<file path="config.mk">
export PLATFORM = sky130hd
export DESIGN_NAME = morse_letter_sequencer
export DESIGN_NICKNAME = d
export VERILOG_FILES = /design/src/rtl/morse_letter_sequencer.sv
export SDC_FILE = /design/constraint.sdc
export NUM_CORES = 1
export LEC_CHECK = 0
export ABC_AREA = 0
export CORE_MARGIN = 1
export CORE_UTILIZATION = 40
export CTS_BUF_LIST = sky130_fd_sc_hd__clkbuf_4
export DETAILED_ROUTE_END_ITERATION = 16
export MAX_ROUTING_LAYER = met4
export PLACE_DENSITY = 0.52
export SYNTH_ARGS = -nofsm -noshare
export SYNTH_HDL_FRONTEND = slang
export SYNTH_SLANG_ARGS = --single-unit
</file>
<file path="constraint.sdc">
create_clock -name Clock -period 2.8 [get_ports Clock]
set_input_delay 0.84 -clock Clock [delete_from_list [all_inputs] [get_ports Clock]]
set_output_delay 0.84 -clock Clock [all_outputs]
set_load 0.02 [all_outputs]
</file>
<file path="src/rtl/morse_letter_sequencer.sv">
// Plays one Morse letter (A-H) on LEDR with unit timing from a divided clock.
// Optional macro MORSE_REPEAT_EN: repeat the letter while Start stays high.
module morse_letter_sequencer #(
    parameter int TICK_DIV = 25000000,
    parameter int CNT_W    = 25
) (
    input  logic       Clock,
    input  logic       Resetn,
    input  logic       Start,
    input  logic [2:0] SW,
    output logic       LEDR,
    output logic       Busy,
    output logic       Done
);

    localparam logic [2:0] IDLE = 3'd0;
    localparam logic [2:0] MARK = 3'd1;
    localparam logic [2:0] GAP  = 3'd2;
    localparam logic [2:0] FIN  = 3'd3;
`ifdef MORSE_REPEAT_EN
    localparam logic [2:0] LGAP = 3'd4;
`endif

    logic [2:0]       state;
    logic             start_q;
    logic             armed;
    logic [3:0]       pat;
    logic [1:0]       rem;
    logic [1:0]       units;
    logic [CNT_W-1:0] cnt;
    logic             tick;
`ifdef MORSE_REPEAT_EN
    logic [2:0]       letter_q;
    logic             dropped;
`endif

    // Returns {elements remaining after the first, pattern left-aligned MSB-first}.
    function automatic logic [5:0] code_of(input logic [2:0] letter);
        case (letter)
            3'd0:    code_of = {2'd1, 4'b0100};  // A .-
            3'd1:    code_of = {2'd3, 4'b1000};  // B -...
            3'd2:    code_of = {2'd3, 4'b1010};  // C -.-.
            3'd3:    code_of = {2'd2, 4'b1000};  // D -..
            3'd4:    code_of = {2'd0, 4'b0000};  // E .
            3'd5:    code_of = {2'd3, 4'b0010};  // F ..-.
            3'd6:    code_of = {2'd2, 4'b1100};  // G --.
            default: code_of = {2'd3, 4'b0000};  // H ....
        endcase
    endfunction

    assign tick = (cnt == CNT_W'(TICK_DIV - 1));

    // NOTE: all state uses non-blocking assignments so every register samples pre-edge values.
    always_ff @(posedge Clock or negedge Resetn) begin
        if (!Resetn) begin
            state    <= IDLE;
            start_q  <= 1'b0;
            armed    <= 1'b0;
            pat      <= '0;
            rem      <= '0;
            units    <= '0;
            cnt      <= '0;
            LEDR     <= 1'b0;
            Busy     <= 1'b0;
            Done     <= 1'b0;
`ifdef MORSE_REPEAT_EN
            letter_q <= '0;
            dropped  <= 1'b0;
`endif
        end else begin
            start_q <= Start;
            // A Start held through reset release must be seen low before it can trigger.
            if (!Start) armed <= 1'b1;
            Done <= 1'b0;
            cnt  <= tick ? '0 : cnt + 1'b1;

            case (state)
                IDLE: begin
                    cnt <= '0;
                    if (Start && !start_q && armed) begin
                        {rem, pat} <= code_of(SW);
                        units      <= '0;
                        LEDR       <= 1'b1;
                        Busy       <= 1'b1;
                        state      <= MARK;
`ifdef MORSE_REPEAT_EN
                        letter_q   <= SW;
`endif
                    end
                end
                MARK: if (tick) begin
                    if (units == (pat[3] ? 2'd2 : 2'd0)) begin
                        units <= '0;
                        LEDR  <= 1'b0;
                        state <= GAP;
                    end else begin
                        units <= units + 1'b1;
                    end
                end
                GAP: if (tick) begin
                    if (rem != 2'd0) begin
                        rem   <= rem - 1'b1;
                        pat   <= {pat[2:0], 1'b0};
                        LEDR  <= 1'b1;
                        state <= MARK;
                    end else begin
                        Done  <= 1'b1;
                        state <= FIN;
`ifdef MORSE_REPEAT_EN
                        if (!Start) Busy <= 1'b0;
`else
                        Busy  <= 1'b0;
`endif
                    end
                end
                FIN: begin
                    cnt <= '0;
`ifdef MORSE_REPEAT_EN
                    // Busy still high here means the letter is being repeated.
                    dropped <= 1'b0;
                    state   <= Busy ? LGAP : IDLE;
`else
                    state   <= IDLE;
`endif
                end
`ifdef MORSE_REPEAT_EN
                LGAP: begin
                    if (!Start) dropped <= 1'b1;
                    if (tick) begin
                        if (units == 2'd1) begin
                            units <= '0;
                            if (dropped || !Start) begin
                                Busy  <= 1'b0;
                                state <= IDLE;
                            end else begin
                                {rem, pat} <= code_of(letter_q);
                                LEDR       <= 1'b1;
                                state      <= MARK;
                            end
                        end else begin
                            units <= units + 1'b1;
                        end
                    end
                end
`endif
                default: state <= IDLE;
            endcase
        end
    end

endmodule

</file>
After elaboration in Yosys (flattened, before gate mapping)
Cells that the tools add are included.
{ "word_totals": {"ff_bits": 41, "inputBits": 6, "out_inout_bits": 3, "wordCells": 79} }
{ "classes": {"n_addsub": 3, "n_eq_ne": 17, "n_mux": 34, "n_reduce_logical": 15} }
{ "op_table": {"columns": ["cell", "n"], "rows": [
  ["$mux 25", 2],
  ["$pmux 6 s7", 1],
  ["$add 25x1->25 const B", 1],
  ["$eq 25x25->1 const B", 1],
  ["$mux 2", 8],
  ["$eq 3x2->1 const B", 4],
  ["$mux 3", 4],
  ["$mux 4", 3],
  ["$ne 2x2->1 const B", 6],
  ["$reduce_and 4->1", 3],
  ["$mux 1", 10],
  ["$eq 3x3->1 const B", 3],
  ["$pmux 3 s3", 1],
  ["$pmux 2 s2", 2],
  ["$pmux 4 s2", 1],
  ["$eq 3x1->1 const B", 2],
  ["$logic_not 3->1", 2],
  ["$reduce_and 6->1", 1],
  ["$reduce_bool 2->1", 3],
  ["$pmux 1 s3", 1],
  ["$reduce_and 3->1", 1],
  ["$reduce_bool 3->1", 1],
  ["$add 2x1->2 const B", 1],
  ["$eq 2x2->1", 1],
  ["5 further kinds", 6]
]} }

Longest topological paths before layout
Gate-level depths: netlist of run 1.
{ "logic_depth": {"word_depth": 5, "mapped_depth": 8} }

Least setup slack after synthesis of run 1
Ideal clock, no wire load.
{ "synth_path": {"path_kind": "reg2reg", "start": "reg cnt[0]", "end": "reg state[1]", "arrival_time_ns": 2.127, "setup_slack_ns": 0.590, "path_stages_with_launch": 8, "n_path_buf": 1, "synth_period_minus_slack_ns": 2.210, "path_cell_list": "dfrtp_1 -> ha_1 -> nand2_1 -> or4b_4 -> or2_1 -> buf_2 -> or4_1 -> o21ai_0"} }
{ "synth_between": {"elab_chain_cells": 3} }
{ "synth_lines": {"columns": ["element", "line", "text"], "rows": [
  ["from (decl)", "30", "logic [CNT_W-1:0] cnt;"],
  ["from (signal assigned)", "75", "cnt <= tick ? '0 : cnt + 1'b1;"],
  ["$eq 25x25->1 *", "51", "assign tick = (cnt == CNT_W'(TICK_DIV - 1));"],
  ["$ne 2x2->1 (no line)", null, null],
  ["$reduce_and 4->1 (no line) *", null, null],
  ["to (signal assigned)", "56", "state <= IDLE;"],
  ["to (signal assigned)", "85", "state <= MARK;"],
  ["to (signal assigned)", "95", "state <= GAP;"],
  ["to (decl)", "24", "logic [2:0] state;"]
]} }
Every way passes the cells marked *; elsewhere a longest branch is shown, timed or not.
A chain may end at the register's enable or synchronous reset.

Worst setup path in the final report of run 1
{ "layout_path": {"start": "reg cnt[0]", "end": "reg LEDR"} }
{ "layout_between": {"elab_chain_cells": 3} }
{ "layout_lines": {"columns": ["element", "line", "text"], "rows": [
  ["$eq 25x25->1 *", "51", null],
  ["$ne 2x2->1 (no line)", null, null],
  ["$reduce_and 6->1 (no line) *", null, null],
  ["to (signal assigned)", "63", "LEDR <= 1'b0;"],
  ["to (signal assigned)", "83", "LEDR <= 1'b1;"],
  ["to (signal assigned)", "94", "LEDR <= 1'b0;"],
  ["to (decl)", "11", "output logic LEDR,"]
]} }
Marked as above.

==> results of run 1 <==
-- flip-flops by register name, indices dropped and copies added (netlist names), 2 cells and up --
name	count
cnt	25
pat	3
rem	2
state	2
units	2
-- cell usage after synthesis (2+ instances only) --
cell / instances
nor2_1: 35
o41ai_1: 2
clkbuf_1: 2
and3_1: 5
xnor2_1: 14
nor3_1: 5
nand3_1: 12
or4_1: 2
dfrtp_1: 39
a21oi_1: 4
o21a_1: 2
nand2_1: 15
ha_1: 7
nor2b_1: 4
nor4_1: 10
a21o_1: 2
mux2i_1: 2
a22oi_1: 3
and2_1: 4
inv_1: 10
xor2_1: 10
or3_1: 2
o21ai_0: 6
nand2b_1: 2
buf_2: 3
nand4_1: 7
-- layer usage --
metal  share of wire [%]  track usage [%]  vias to the layer above
met1                  48            23.99                      806
li1                    -                -                      823
met5                   0                -                        -
met2                  47            31.53                       19
met4                 1.4            6.173                        0
met3                 2.6            4.016                        5
-- cells in the final DEF, fill, tap and decap left out, types with 2 or more instances in the layout --
cell type         n
nor2b_1           4
nand4_1           7
nand2b_1          2
or3_1             2
dfrtp_1          39
nand2_1          15
xnor2_1          14
nor4_1           10
o41ai_1           2
a21oi_1           4
xor2_1           10
o21ai_0           6
clkbuf_4          5
buf_4             6
clkdlybuf4s50_1   7
nor2_1           35
nor3_1            5
inv_1            10
a22oi_1           3
and2_1            4
and3_1            5
o21a_1            2
a21o_1            2
or4_1             2
mux2i_1           2
nand3_1          12
ha_1              7
-- worst max-delay path: stages, from the launching register on --
cell     delay (ns)
dfrtp_1        0.45
ha_1           0.27
nand2_1        0.10
or4b_4         0.57
or3_1          0.44
and2_1         0.22
o41ai_1        0.28
-- power breakdown --
| part | total, mW | switching (mW) | internal (mW) |
|---|---|---|---|
| Clock | 0.376 | 0.192 | 0.184 |
| Combinational | 0.423 | 0.249 | 0.174 |
| Sequential | 0.709 | 0.0756 | 0.633 |
-- layout make-up --
cell class | count | area, sq um | share of cell area (%)
Multi-Input combinational cell | 172 | 1092 | 45.71
Clock inverter | 3 | 38.79 | 1.623
Sequential cell | 39 | 975.9 | 40.84
Inverter | 10 | 37.54 | 1.571
Clock buffer | 5 | 37.54 | 1.571
Timing Repair Buffer | 14 | 120.1 | 5.026
Tap cell | 70 | 87.58 | 3.665
-- worst min-delay path by stage --
stage,start,endpoint,slack [ns],cells past startpoint
2_1_floorplan,armed,armed,0.46,1
3_3_place_gp,pat[1],pat[1],0.50,1
3_5_place_dp,armed,armed,0.48,1
4_1_cts,Resetn,pat[3],0.37,1
5_1_grt,Resetn,pat[3],0.38,1
6_report,Resetn,pat[3],0.37,1
-- per-stage QoR --
stage          power [mW]  cell area (sq um)  utilization [%]  setup slack, ns
6_report            1.508               2390            46.49           0.3545
5_1_grt             1.621               2390            46.49           0.2502
4_1_cts             1.527               2390            46.49           0.3515
3_5_place_dp        1.143               2313            45.01           0.2941
3_3_place_gp        1.140               2313            45.01           0.3309
2_1_floorplan       1.018               2140                -           0.5904
-- logic make-up after synthesis --
group | count (synthesis)
adder cells (fa/ha/maj) | 7
XOR/XNOR | 24
AO/OA/AOI/OAI | 28
AND/OR/NAND/NOR | 110
flip-flops | 39
multiplexers | 3
buffers and inverters | 17
==> flow_summary.json, run 1 <==
{
  "max-vdd-ir-drop_mv": 0.2100,
  "cp-end-kind": "flop",
  "synth_top_family_by_area": "simple AND/OR/NAND/NOR gates",
  "rsz0062_at_grt": "false",
  "synthCells": 228,
  "drc": 0,
  "ys_warn_count": 0,
  "hold_viol": 0,
  "grt.total_usage_pct": 19.30,
  "synth.top_cell.area_share_pct": 45.61,
  "period_share_pct": 87.34,
  "cts_max_level": 2,
  "max-cap-violations": 0,
  "antenna_found_initial": 0,
  "min_path_type": "in -> async",
  "clk_latency_ns": 0.35,
  "placedCellCount": 305,
  "ant_nets": 0,
  "synth_ff_type": "dfrtp_1",
  "clockBufferDepth": 2,
  "outcome": "completed",
  "setup_viol": 0,
  "tritoncts": "done",
  "powerDensity_nw_per_um2": 631.1,
  "grt_pass1_vias": 1705,
  "avgSynthCellArea_sq_um": 9.384,
  "max_freq_ghz": 0.4089,
  "wl_um": 4468,
  "synth_xor_area_share_pct": 9.825,
  "ys_ff_latch": 39,
  "finalMaxSlewViolations": 0,
  "rr_endpoint": "LEDR",
  "rrSetupSlack_ns": 0.35,
  "ff2ff_path_depth": 6,
  "tns_ns": 0,
  "crit_path_start": "cnt[0]",
  "drive_above_1_share_pct": 7.407,
  "drt_iter0_drc": 92,
  "ctsHoldBuffers": 0,
  "endpoint": "LEDR",
  "synthesis.nets": 241,
  "coreArea_sq_um": 5140,
  "critPathLaunchType": "flop",
  "nFillCells": 528,
  "worstPathMaxFanout": 6,
  "gp_congestion": 0.7763,
  "final_cell_count_no_fill": 313,
  "clk_pin_slew_ns": 0.12,
  "dr.pass1.iters": 4,
  "synth_compound_area_share_pct": 9.415,
  "post_cts_buffers": 0,
  "fin_nets": 255,
  "cts-root-buf": "clkbuf_4",
  "async_flop_share_pct": 100.0,
  "synth_mux_area_share_pct": 1.462,
  "fp.dieW_um": 75.14,
  "routedWlPerCell_um": 14.27,
  "criticalPathCategory": "reg -> reg",
  "grt_first_pass_wirelength_um": 7845,
  "fin_skew_ns": 0.008499,
  "fin_hold_ws_ns": 0.3732,
  "num_vias": 1653,
  "die_y_um": 75.14,
  "finalCriticalPeriod_ns": 2.445,
  "io-pin-count": 9,
  "cts.sinks": 39,
  "synth_fa_ha_area_share_pct": 4.094,
  "start_util_pct": 41.63,
  "timing.rr.start": "cnt[0]",
  "overflow": 0,
  "vias_per_cell": 5.281,
  "seq_area_frac_synth_pct": 45.61,
  "cts_made_buffers": 5,
  "portBuffers": 8,
  "cts_resized": 0,
  "yosysTopAreaCell": "dfrtp_1",
  "worstMarginPinSlew_ns": 0.5342,
  "cp.arrival_ns": 2.69,
  "yosysUniqueCellTypes": 45,
  "p_leak_nw": 0.9798,
  "synth-simple-area-share_pct": 26.26,
  "n_antenna_cell": 0,
  "area_growth_pct": 11.70,
  "synth_area_sq_um": 2140,
  "grt_max_degree": 26,
  "crit_required_ns": 3.04,
  "rows": 26,
  "synth_edf_count": 0,
  "dp_hpwl_um": 3128,
  "die_area_sq_um": 5645,
  "synthTopCellsByArea": "dfrtp_1, nor2_1, xnor2_1",
  "slew_headroom_pct": 63.46
}
Note: power is estimated with default switching activity, not from simulation.
==> run 2, diff against run 1 <==
CAP_MARGIN = 10   (was default)
==> results of run 2 <==
The final DEF is identical to that of run 1; final timing and power are the same.
